--- config.mk ---
export PLATFORM = sky130hd
export DESIGN_NAME = alu_operand_sequencer
export DESIGN_NICKNAME = d
export VERILOG_FILES = /design/src/rtl/alu_operand_sequencer.sv
export SDC_FILE = /design/constraint.sdc
export NUM_CORES = 1
export LEC_CHECK = 0
export BUFFER_PORTS_ARGS = -buffer_cell sky130_fd_sc_hd__buf_4
export CAP_MARGIN = 20
export CELL_PAD_IN_SITES_DETAIL_PLACEMENT = 2
export CELL_PAD_IN_SITES_GLOBAL_PLACEMENT = 2
export CORE_UTILIZATION = 29
export CTS_CLUSTER_DIAMETER = 60
export DETAILED_ROUTE_END_ITERATION = 12
export GPL_TIMING_DRIVEN = 0
export PLACE_DENSITY = 0.91
export SLEW_MARGIN = 20
export SYNTH_ARGS = -nofsm -noshare
export SYNTH_HDL_FRONTEND = slang
export SYNTH_SLANG_ARGS = --single-unit
--- constraint.sdc ---
create_clock -name clk -period 3.8 [get_ports clk]
set_input_delay 0.19 -clock clk [delete_from_list [all_inputs] [get_ports clk]]
set_output_delay 0.19 -clock clk [all_outputs]
set_load 0.005 [all_outputs]
--- src/rtl/alu_operand_sequencer.sv ---
// ============================================================================
// alu_operand_sequencer : collects opcode/A/B nibbles, drives the 4-bit ALU,
// and returns the registered 8-bit result over a valid/ready stream.
// Revision: 1.0
// ============================================================================
`default_nettype none

module alu_operand_sequencer (
   input  logic       clk,
   input  logic       reset,
   input  logic [3:0] din,
   input  logic [1:0] din_op,
   input  logic       din_valid,
   output logic       din_ready,
   output logic [3:0] alu_a,
   output logic [3:0] alu_b,
   output logic [1:0] alu_function,
   input  logic [7:0] alu_result,
   output logic [7:0] result,
   output logic       result_valid,
   input  logic       result_ready,
   output logic [7:0] ops_done
);

   localparam logic [1:0] S_LOAD_A = 2'd0;
   localparam logic [1:0] S_LOAD_B = 2'd1;
   localparam logic [1:0] S_EXEC   = 2'd2;
   localparam logic [1:0] S_HOLD   = 2'd3;

   logic [1:0] r_state;
   logic [1:0] w_next_state;

   logic       w_din_ready;
   logic       w_accept_a;
   logic       w_accept_b;
   logic       w_exec;
   logic       w_handshake;

   logic [3:0] r_alu_a;
   logic [3:0] r_alu_b;
   logic [1:0] r_alu_function;
   logic [7:0] r_result;
   logic       r_result_valid;
   logic [7:0] r_ops_done;

   always_ff @(posedge clk) begin
      if (reset) begin
         r_state <= S_LOAD_A;
      end else begin
         r_state <= w_next_state;
      end
   end

   always_comb begin
      w_next_state = r_state;
      case (r_state)
         S_LOAD_A: if (din_valid)    w_next_state = S_LOAD_B;
         S_LOAD_B: if (din_valid)    w_next_state = S_EXEC;
         S_EXEC:                     w_next_state = S_HOLD;
         S_HOLD:   if (result_ready) w_next_state = S_LOAD_A;
         default:                    w_next_state = S_LOAD_A;
      endcase
   end

   // Ready is a pure function of state so din_valid never reaches din_ready.
   always_comb begin
      w_din_ready = (r_state == S_LOAD_A) || (r_state == S_LOAD_B);
      w_accept_a  = (r_state == S_LOAD_A) && din_valid;
      w_accept_b  = (r_state == S_LOAD_B) && din_valid;
      w_exec      = (r_state == S_EXEC);
      w_handshake = (r_state == S_HOLD) && result_ready;
   end

   always_ff @(posedge clk) begin
      if (reset) begin
         r_alu_a        <= 4'h0;
         r_alu_b        <= 4'h0;
         r_alu_function <= 2'd0;
         r_result       <= 8'h00;
         r_result_valid <= 1'b0;
         r_ops_done     <= 8'h00;
      end else begin
         if (w_accept_a) begin
            r_alu_a        <= din;
            r_alu_function <= din_op;
         end
         if (w_accept_b) begin
            r_alu_b <= din;
         end
         if (w_exec) begin
            r_result       <= alu_result;
            r_result_valid <= 1'b1;
            r_ops_done     <= r_ops_done + 8'd1;
         end else if (w_handshake) begin
            r_result_valid <= 1'b0;
         end
      end
   end

   assign din_ready    = w_din_ready;
   assign alu_a        = r_alu_a;
   assign alu_b        = r_alu_b;
   assign alu_function = r_alu_function;
   assign result       = r_result;
   assign result_valid = r_result_valid;
   assign ops_done     = r_ops_done;

endmodule

`default_nettype wire
Yosys cells after proc, flatten, opt, wreduce, memory -nomap -nowiden
Index checks and enable logic that the tools add are counted.
{"block": "word_totals", "out_inout_bits": 28, "ff_bits": 29, "input_bits": 18}
{"block": "op_classes", "add_sub_neg": 1, "muxes": 6, "n_eq_ne": 6, "reduce_logical": 7}
{"op": "adder 8 x 1 -> 8 bit, second input constant", "count": 1}
{"op": "case mux 2 bit (4 select lines)", "count": 1}
{"op": "two-way mux 2 bit", "count": 3}
{"op": "!= test 2 bit, second input constant", "count": 3}
{"op": "equality test 2 bit, second input constant", "count": 2}
{"op": "logical AND 1 bit", "count": 3}
{"op": "AND reduction 3 bit", "count": 1}
{"op": "equality test 2 x 1 -> 1 bit, second input constant", "count": 1}
{"op": "logical NOT 2 bit", "count": 1}
{"op": "two-way mux 1 bit", "count": 2}
{"op": "nonzero test 2 bit", "count": 1}
{"op": "logical OR 1 bit", "count": 1}

Depth between registers and ports, before layout
Gate-level depths: netlist of run 1.
{"block": "depth", "ltp_word": 4, "depth_mapped": 6, "ltp_nobuf": 5}

Worst setup path after synthesis of run 1
No wires, ideal clock.
{"block": "synth_timing", "kind": "register to register", "from": "register r_state[0]", "to": "register r_state[1]", "setup_slack_ns": 2.407, "required_time_ns": 3.684, "path_stages_with_launch": 7, "arrival_time_ns": 1.277, "n_path_buf": 1, "synth_period_minus_slack_ns": 1.393, "cell_sequence": "dfxtp_1 > inv_1 > ha_1 > buf_2 > o21bai_1 > a211oi_1 > a41o_1"}
{"block": "synth_between", "elab_chain_cells": 3, "word_cells_on_any_way": 9}
{"element": "start, declared", "line_no": "30", "text": "logic [1:0] r_state;"}
{"element": "start signal, assigned", "line_no": "50", "text": "r_state <= w_next_state;"}
{"element": "equality test 2 bit, or another cell as far along", "line_no": "56", "text": "case (r_state)"}
{"element": "!= test 2 bit (no line)"}
{"element": "AND reduction 3 bit (no line)"}
Parallel ways exist; a longest one is shown, timed or not.
A chain may end at the register's enable or synchronous reset.

Final worst setup path of run 1
Same ends and word-level chain as after synthesis.

==> results.txt, run 1 <==
* Area post-placement: 1590 µm²
* Placer Congestion: 0.722
* Register-to-Register Setup Slack: 2.11 ns
- The clock arrives with 0.00539 ns of skew.
- Number of remaining DRC errors: 0
* Top FF cell, synth: dfxtp_1
- The detailed router finished its first iteration with 11 violations.
- Setup slack closes at 2.11 ns.
* Highest clock frequency the design can meet: 593 MHz
* Depth of the worst register-to-register path: 6
* Critical path start-end classification: reg -> reg
- Cell internal power was estimated by the tool at 674 µW.
- Final routed wire length divided by cell count: 15.9 µm
- The tool flagged a number of max-cap violations equal to 0.
- The count of pins over their slew limit is 0.
* Worst hold slack: 0.165 ns
- Gates resized during post-CTS repair numbered 0.
* Die Area: about 4400 µm²
- Cells after Synth: 131
* H-tree lvl count: 2
* Cell taking the most area after synthesis: dfxtp_1
- After synthesis the netlist holds a flip-flop and latch count of 29.
* Clock transition time at the flip-flop clock pins of the worst setup and hold paths: 0.06 ns
* Share of total power in combinational logic: between 30% and 40%
- Run status: finished, final reports clean
- The worst register-to-register path ends at r_state[1].
- STA puts the critical path data arrival time at 1.85 ns.
- Origin of the critical flop-to-flop path: r_state[0]
- The number of setup buffers added after CTS is 0.
- First-pass GRT wire length: 6.09 mm
- Number of I/O port buffers: 45
- Proportion of power drawn by flip-flops and latches: 39.5%
* Worst-skew pair later-pin latency: 0.27 ns
- The routed design could run at a clock period as short as 1.69 ns.
- Summing all non-filler instances in the final layout gives an area of 1680 µm².
- CP max FO: 9
- The layout has 458 filler cells.
- Along the worst hold path, the cell count comes to 3.
- Relative to the synthesized area, the layout overhead comes to 40.7%.
- Clock tree from TritonCTS: built
- For this design the total switching power over the nets is 340 µW.
- Proportion of synthesized chip area in sequential cells: 48.7%
- Sorting the synthesized cells by area gives the leading types as dfxtp_1 49%, mux2i_1 7.6%, a21oi_1 6.3%, ha_1 6.3%, nand3_1 5.0%.
* Per-cell via count in the routed design: approximately 4.9
- Number of I/O pins: 46
- Wirelength, routed: around 3.7 mm
- Total Routing Usage GR: 18.7%
- Ratio of total power to cell area: a little over 600 nW/µm²
* Leak Pwr: 0.000734 µW
* Post-synthesis instance area: 1190 µm²
- Area taken by multi-input logic gates: 559 µm²
- Clock root buffer master: clkbuf_8
- For this run, the detailed router's first-pass iteration total came to 4.
- Half-perimeter wire length after placement: 2.87 mm
- Hold Violations, Final: 0
* Number of nets in the synthesized netlist: 155
- Across the VDD grid, the largest voltage drop is around 0.00028 V.
- Site row count: 22
- Clock sinks: 29
* Number of distinct library cell variants in the gate-level netlist after synthesis: 23
- The die is 66.1 µm wide.
* Number of enable flip-flop cells after synthesis: 0
- 0 antenna diodes ended up in the layout.
- Worst slew margin relative to its limit: 70.1%
* Count of hold buffers inserted by post-cts repair: 0
* Initial antenna violation count: 0
- The worst hold path begins at alu_result[0].
* Maximum count of clock buffers along a single path: 2
* Data required time at the worst endpoint: around 4 ns
- Actual transition at the worst max-transition pin: 0.448 ns
* Area of the placeable core: 3800 µm²
- Fraction of power consumed by the clock network: approximately 25%
* Setup TNS: 0 ns
* Total number of nets in the final design: 207
* Initial Util: 31.4%
- Hold EP: result[0]
* Critical path startpoint category: register
* Via total after detailed routing: ~1.1k
- For this run, the number of Yosys warnings is 0.
* Maximum number of pins on one net before global-route repair: 11
- Summing internal, switching and leakage power gives 1010 µW.
- Vias in the first global route: 1325
- # setup viols final: 0
* Crit path capture type: register
- Of the cells placed in the final design, the portion with a size suffix greater than 1 is 30.6%.
- Of all flip-flops after synthesis, the portion carrying an async set or reset was 0%.
- The tightest min-delay check is of the in -> reg type.
- After global routing the overflow that remains totals 0.
- Per-instance average area after synthesis: 9.09 µm²
* Share of the synthesized area in the top cell type: between 40% and 50%
* Vert. Die Dim: between 60 and 70 µm
* Switching share of power: 33.6%
- The final critical path takes up 44.4% of the cycle.
- OpenSTA, run right after detailed placement, puts the worst setup slack at 2.16 ns.
- Clock tree synthesis inserted a total of 5 buffers.
- The sequential cells in the finished layout cover a total of 581 µm².
- Once detail routing completed, the nets flagged for antenna violations numbered 0.
- Setup repair after global routing left no endpoint under its margin.
-- through the flow --
stage | instances | utilization [%]
after global placement | 224 | 41.8
after detailed placement | 224 | 41.8
after floorplan | 131 | -
final | 231 | 44.1
after CTS | 231 | 44.1
after global routing | 231 | 44.1
-- power by group through the flow --
stage / sequential (µW) / combinational (µW) / clock, µW
2_1_floorplan: 402 / 205 / 0
3_3_place_gp: 400 / 331 / 0
3_5_place_dp: 407 / 371 / 0
4_1_cts: 402 / 376 / 261
5_1_grt: 407 / 408 / 273
6_report: 400 / 364 / 250
-- layout by cell type, fill, tap and decap left out, types with 4 or more instances in the layout --
master    count
a21oi_1      15
inv_1         4
nand2_1      15
nor2_1       16
dfxtp_1      29
clkbuf_8      6
ha_1          6
buf_4        47
nand3_1      12
mux2i_1       9
-- worst max path at each step --
stage,start,endpoint,cells past startpoint
CTS,r_state[0],r_state[1],6
global route,r_state[1],r_state[1],6
floorplan,r_state[0],r_state[1],6
global placement,r_state[0],r_state[1],6
finish,r_state[0],r_state[1],6
detailed placement,r_state[1],r_state[1],6
-- routing by layer --
| layer | vias up | global-route usage [%] | part of all wire (%) |
|---|---|---|---|
| li1 | 547 | - | - |
| met1 | 554 | 19.5 | 38 |
| met2 | 31 | 37.0 | 57 |
| met3 | 0 | 4.31 | 4.6 |
| met4 | 0 | 4.79 | 0 |
| met5 | - | 0 | 0 |
-- critical path, stage by stage, from the launching register on --
cell,delay (ns)
dfxtp_1,0.38
inv_1,0.10
ha_1,0.20
buf_2,0.17
o21bai_1,0.33
a211oi_1,0.17
a41o_1,0.23
-- cells in the mapped netlist (2+ instances only) --
cell type   n
o21ai_0     3
or3_1       3
dfxtp_1    29
nand4_1     2
mux2i_1     9
nor2_1     16
a21oi_1    15
buf_1       2
ha_1        6
buf_4       2
xor2_1      3
inv_1       4
buf_2       2
nand3_1    12
nand2_1    15
-- cell type report --
class | count | area share (%)
multi-input cells | 91 | 33.4
flip-flops and latches | 29 | 34.7
clock buffers | 7 | 5.15
inverters | 4 | 0.896
repair buffers | 45 | 20.2
well taps | 48 | 3.58
plain buffers | 7 | 2.17
-- cell families after synthesis --
group,synth area share [%]
AO/OA/AOI/OAI,10.4
XOR/XNOR,2.94
adder cells (fa/ha/maj),6.30
AND/OR/NAND/NOR,19.7
flip-flops,48.7
buffers and inverters,4.31
multiplexers,7.56
-- state kept, by name, summed over array words and instances, names as in the netlist --
signal and count:
alu_a 4, alu_b 4, alu_function 2, ops_done 8, r_state 2, result 8
result_valid 1
No activity file was read; power rests on OpenSTA's default activity.
==> run 2, diff against run 1 <==
- ABC_AREA: not set -> 1
- CORE_UTILIZATION: 29 -> 25
- PLACE_DENSITY: 0.91 -> 0.86
- clock period: 3.8 -> 1.6 ns (I/O delays scaled with it)
==> results.txt, run 2 <==
* Actual transition at the worst max-transition pin: 0.361 ns
- Area taken by multi-input logic gates: 528 µm²
* Number of enable flip-flop cells after synthesis: 0
* Top FF cell, synth: dfxtp_1
- In this run the core area contains 24 standard-cell rows.
- Pwr Total: ~2600 µW
- Share of final-layout standard cells stronger than drive strength 1: 27.8%
- The worst path needs 1.49 ns of the cycle, external delays included.
- After synthesis, the share of flip-flops with an asynchronous set or reset is 0%.
- The worst setup path is captured at a primary output.
* Total non-filler cell area in the finished layout: around 1700 µm²
* Data arrival time of the worst path: 1.41 ns
- Commonest cells post-synth: 48 x nor2_1, 29 x dfxtp_1, 21 x o21ai_0, 16 x nand2_1, 13 x inv_1
* Total area of sequential cells: 582 µm²
* Cell taking the most area after synthesis: dfxtp_1
- The top cell type by area accounts for roughly half of the synthesized area.
- Number of nets in the synthesized netlist: 180
- Final routed wire length divided by cell count: 12.5 µm
* Worst-skew pair later-pin latency: 0.28 ns
* Die outline width: 70.5 µm
- In the global route stage, overall resource usage came out at 14.9%.
- Number of remaining DRC errors: 2
* H-tree lvl count: 2
* Highest clock frequency the design can meet: 670 MHz
- The number of antenna diodes in the final layout is 0.
* Setup TNS: 0 ns
* Placer Congestion: 0.704
- Critical path buffer and inverter count: 2
- Area of the placeable core: 4440 µm²
- The clock drives 29 sinks.
- Post-synthesis instance area: 1170 µm²
* List of cells traversed by the critical path: inv_1 -> ha_1 -> or2_2 -> buf_4
- The number of setup buffers added after CTS is 0.
* Maximum number of pins on one net before global-route repair: 11
- Worst hold slack: 0.0230 ns
- The final reports fail on DRC.
- Most common cell after layout, fill and taps aside: nor2_1
* Initial Util: 26.4%
- Total number of nets in the final design: 233
* Number of I/O pins: 46
- The critical path crosses 4 cells after its start point.
* Setup clock skew after layout: 0.00329 ns
- Setup violations remaining at the end of the flow were counted as 0.
- #FFs+latches synth: 29
* Clock root buffer master: clkbuf_8
- Number of distinct library cell variants in the gate-level netlist after synthesis: 16
* Leading cell types in the layout, fill and taps excluded: 48 x nor2_1, 45 x buf_4, 28 x dfxtp_1
- IR analysis of the VDD net gives a maximum drop of 0.000547 V.
- The filler cells instantiated in the layout total 543.
- Setup repair after global routing missed its margin: false
- The first global-routing pass estimated 5.61 mm of wire.
- Number of I/O port buffers: 45
* Vias in the first global route: about 1.3k
* Layout area overhead: 42.9%
* Maximum count of clock buffers along a single path: 2
- The worst pin sits at a relative slew slack of approximately 76%.
* Vert. Die Dim: 70.5 µm
- For this block, the routed nets add up to 3.26 mm of wire.
- Once placement finished, the instance area stood at 1580 µm².
- Max-cap viol count: 0
* Top cell family by delay on the critical path: flip-flops
* Cells after Synth: between 150 and 200
- Buffers inserted during clock tree synthesis total 5.
* Final Instance Count excl. Fillers: 261
* Hold Violations, Final: 0
- The critical path in this run is classified as reg -> out.
* Final period util: slightly above 90%
- In the routed layout, each cell is associated on average with a via count of 4.59.
* Count of TritonRoute iterations in the first routing pass: 7
- In the post-synthesis netlist, the cell with the most instances is nor2_1.
- For this design, the slowest cell found on the critical path is dfxtp_1.
* Critical path startpoint category: register
* Yosys warns: 0
- By area the synthesized netlist is led by dfxtp_1 50%, nor2_1 15%, o21ai_0 9.0%, ha_1 6.4%, nand2_1 5.1%.
- Data required time at the worst endpoint: 1.52 ns
- The flow ran to the end, but the final reports show violations.
* Initial antenna violation count: 0
- In this run the remaining antenna-violating nets after routing total 0.
- Clock transition time at the flip-flop clock pins of the worst setup and hold paths: 0.06 ns
- TritonCTS built the clock tree.
* Final Max Slew Viols: 0
- Die Area: around 5000 µm²
- Once placement completed, the tool counted placed cells totaling 253.
* Proportion of synthesized chip area in sequential cells: 49.5%
- Per-instance average area after synthesis: 7.52 µm²
* Half-perimeter wire length after placement: 2.50 mm
- Depth of the worst register-to-register path: 7
* Ratio of total power to cell area: 1570 nW/µm²
- Summed over all layers, the global routing overflow is 0.
* Crit path largest cell delay: approximately 0.38 ns
* Register-to-Register Setup Slack: 0.17 ns
- In this run the static leakage power is 0.000816 µW.
- The worst hold path was traced through 3 stages.
- CP max FO: 4
- Via total after detailed routing: 1197
- Initial DRC Count: 34
- In this run the worst hold path is classified as in -> reg.
==> run 2: changes by cell type in the layout (fill, tap and decap cells not counted), moves of 2 or more <==
| cell | before | now |
|---|---|---|
| nor2_1 | 16 | 48 |
| o21ai_0 | 3 | 21 |
| a21oi_1 | 15 | 8 |
| buf_4 | 47 | 45 |
| mux2i_1 | 9 | 0 |
| xor2_1 | 3 | 0 |
| buf_1 | 2 | 0 |
| nand3_1 | 12 | 6 |
| inv_1 | 4 | 13 |
| or3_1 | 3 | 0 |
==> run 2: cell families after synthesis <==
| group | count (synthesis) | share of synthesized area, % |
|---|---|---|
| AND/OR/NAND/NOR | 75 | 26.0 |
| adder cells (fa/ha/maj) | 6 | 6.40 |
| buffers and inverters | 17 | 5.66 |
| AO/OA/AOI/OAI | 29 | 12.4 |
| flip-flops | 29 | 49.5 |
==> run 2: worst paths after layout <==
| path | start | endpoint |
|---|---|---|
| worst min-delay path | alu_result[0] | result[0] |
| worst min register to register | result_valid | result_valid |
| worst max register to register | r_state[1] | r_state[1] |
| worst max-delay path | r_state[1] | din_ready |
==> run 2: area by class of cell <==
| class | count | area share, % |
|---|---|---|
| Inverter | 14 | 3.14 |
| Clock buffer | 7 | 5.15 |
| Sequential cell | 29 | 34.7 |
| Timing Repair Buffer | 46 | 20.8 |
| Multi-Input combinational cell | 110 | 31.5 |
| Tap cell | 52 | 3.88 |
| Buffer | 3 | 0.822 |
==> run 2: power breakdown <==
part	internal [µW]	switching (µW)	total (µW)	leakage [µW]
Sequential	922	125	1050	0.000238
Clock	340	263	604	0.0000443
Combinational	461	511	972	0.000534
==> run 2: tightest hold or removal path: cells and delay by family <==
family	cells	cell delay [ns]
simple gates	2	0.11
buf+inv	1	0.08
==> run 2: repair_timing <==
item	4_1_cts	5_1_grt
resized for setup	0	2
hold buffers	1	0
endpoints found under the hold margin	2	0
setup endpoints to repair	0	6
==> run 2: through the flow <==
| stage | worst slack [ns] | util (%) |
|---|---|---|
| final | 0.108 | 37.7 |
| after global routing | 0.0184 | 37.7 |
| after global placement | 0.139 | 35.4 |
| after detailed placement | 0.0883 | 35.4 |
| after floorplan | 0.313 | - |
| after CTS | 0.0547 | 37.6 |
==> run 2: per-layer routing <==
metal  track usage, %  up-vias  share of wire [%]  routed length [µm]
met5                0        -                  0                   0
met4             8.16        0                1.9                  61
met3             4.47        5                5.0                 164
met2             26.3       33                 50                1640
met1             15.6      561                 43                1400
li1                 -      598                  -                   -
==> run 3, diff against run 2 <==
--- a/config.mk
+++ b/config.mk
@@ -15,5 +15,5 @@
 export DETAILED_ROUTE_END_ITERATION = 12
 export GPL_TIMING_DRIVEN = 0
-export PLACE_DENSITY = 0.86
+export PLACE_DENSITY = 0.79
 export SLEW_MARGIN = 20
 export SYNTH_ARGS = -nofsm -noshare
==> constraint.sdc (replaced) <==
create_clock -name clk -period 1.6 [get_ports clk]
set_input_delay 0.4 -clock clk [delete_from_list [all_inputs] [get_ports clk]]
set_output_delay 0.4 -clock clk [all_outputs]
set_load 0.005 [all_outputs]
==> results.txt, run 3 (synthesized netlist as in run 2, its figures left out) <==
- Run status: finished, violations left
- The checks that failed: DRC.
* Vert. Die Dim: a little over 70 µm
- Clock sinks: 29
- Worst min-delay path class: in -> reg
- In this run the worst setup path begins at r_state[1].
- Maximum number of pins on one net before global-route repair: 11
- The total area inside the core boundary comes to between 4000 and 5000 µm².
- Initial DRC Count: 40
* Half-perimeter wire length after placement: 2.96 mm
- Clock transition time at the flip-flop clock pins of the worst setup and hold paths: 0.06 ns
- Hold timing on the final database bottoms out at a slack of 0.311 ns.
- The worst setup path is launched from a register.
- The routed layout has about 1.2k vias.
* Initial antenna violation count: 0
- Initial Util: 26.4%
- Across the run, the number of max-cap violations was 0.
- Final period util: roughly 100%
* Setup clock skew after layout: 0.00287 ns
- In this run the tool buffered the top-level ports with 45 buffer cells.
- Proportion of power drawn by flip-flops and latches: 37.5%
- Top cell family by delay on the critical path: flip-flops
- Cts bufs inserted: 5
- Clock tree from TritonCTS: built
* Final period demand of the worst path: 1.60 ns
* Critical path start-end classification: reg -> out
- Crit path capture type: primary output
* Placer Congestion: 0.760
* Actual transition at the worst max-transition pin: roughly 0.35 ns
* Peak supply drop: 0.000529 V
* Antenna diodes: 0
- Share of total power in combinational logic: between 40% and 50%
* Data required time at the worst endpoint: approximately 1.2 ns
* Number of I/O pins: 46
- The count of pins over their slew limit was 0.
* Worst-skew pair later-pin latency: approximately 0.27 ns
- Leaving out fill and tap cells, the most frequent cells in the layout are 50 x buf_4, 47 x nor2_1, 27 x dfxtp_1.
* Most common cell after layout, fill and taps aside: buf_4
- After layout, the worst setup slack is 0.00383 ns.
- Setup violations remaining at the end of the flow were counted as 0.
- Internal power: roughly 1900 µW
- The number of buffers and inverters on the critical path is 2.
* Wirelength, routed: just over 4 mm
- Setup repair after global routing missed its margin: true
- Layout area overhead: 49.8%
* Leak Pwr: 0.000847 µW
- Total number of nets in the final design: between 200 and 250
- Measured along the x axis, the die boundary spans 70.5 µm.
- First-pass GRT wire length: 6.72 mm
- The critical path goes through inv_4 -> ha_4 -> or2_4 -> buf_6.
* Crit path largest cell delay: 0.36 ns
* Data arrival time of the worst path: 1.20 ns
- Worst slew margin relative to its limit: 76.6%
- The total overflow left after global routing is 0.
- Global routing used 17.8% of the available tracks across all layers.
* Post-route antenna net violation count: 0
* Number of remaining DRC errors: 8
- The number of global-route vias before repair came to 1452.
- CTS placed an instance of clkbuf_8 at the clock tree root.
- Maximum count of clock buffers along a single path: 2
* Die Area: 4970 µm²
- Final routed wire length divided by cell count: approximately 15 µm
* Count of TritonRoute iterations in the first routing pass: 8
* Count of hold buffers inserted by post-cts repair: 0
* Library cell contributing the largest single delay on the critical path: dfxtp_4
- Of all nets on the critical path, the largest fanout is 3.
* Ratio of total power to cell area: 1650 nW/µm²
- Fraction of power consumed by the clock network: 20.8%
- Area post-placement: 1580 µm²
- The startpoint identified for the worst hold timing path is reset.
* Origin of the critical flop-to-flop path: r_state[1]
- Switching power: 1030 µW
- In this run switching power makes up 35.3% of total power.
- The H-tree was split into 2 levels.
- Using the TritonRoute via totals, the vias-per-cell ratio works out to 4.67.
- Place WS: 0.00467 ns
- Total non-filler cell area in the finished layout: 1760 µm²
* Site row count: 24
- The post-route netlist has about a third of its cells at a drive strength greater than 1.
- Highest clock frequency the design can meet: 627 MHz
- The final-report hold violation count is 0.
## run 3: cell types whose count changed in the layout (fill, tap and decap cells not counted), sizes merged
cell | previous run | this run
buf | 47 | 53
dlygate4sd3 | 1 | 0
## run 3: path summary, 6_finish.rpt
path / endpoint / depth (start not counted) / slack [ns]
max: din_ready / 4 / 0.004
min reg2reg: alu_b[3] / 2 / 0.48
max reg2reg: ops_done[6] / 7 / 0.20
min: result_valid / 2 / 0.31
## run 3: through the flow
stage,setup TNS (ns),power (µW),utilization [%],cells
floorplan,0,1540,-,156
global placement,0,1960,35.4,253
detailed placement,0,2080,35.4,253
CTS,-0.0110,2870,38.9,263
global route,-0.0432,3140,39.5,266
finish,0,2900,39.5,266
## run 3: worst reg2reg max path: cells and delay by family, from the launching register on
kind          cells  cell delay, ns
simple gates      5            0.52
buf+inv           1            0.12
fa+ha+maj         1            0.28
flops             1            0.36
## run 3: power by group through the flow
stage,sequential [µW],combinational (µW),clock (µW)
finish,1090,1210,604
global route,1110,1360,663
CTS,1080,1150,631
detailed placement,1080,1000,0
global placement,1050,907,0
floorplan,1060,485,0
## run 3: cell type report
class                           instances  area, µm²
Multi-Input combinational cell        110        558
Tap cell                               52       65.1
Timing Repair Buffer                   51        387
Sequential cell                        29        588
Clock buffer                            7       86.3
Inverter                               14       58.8
Fill cell                             524       2690
Buffer                                  3       13.8
## run 3: metal layers
metal  track usage, %  up-vias  part of all wire, %
met3             4.18        2                  3.6
li1                 -      609                    -
met2             33.7       29                   55
met1             18.9      602                   40
met5                0        -                    0
met4             6.58        0                 0.67
## run 3: what timing repair did
action / CTS / global route
resized for setup: 14 / 3
setup buffers: 3 / 3
endpoints found under the setup margin: 2 / 4
pin swaps: 0 / 1
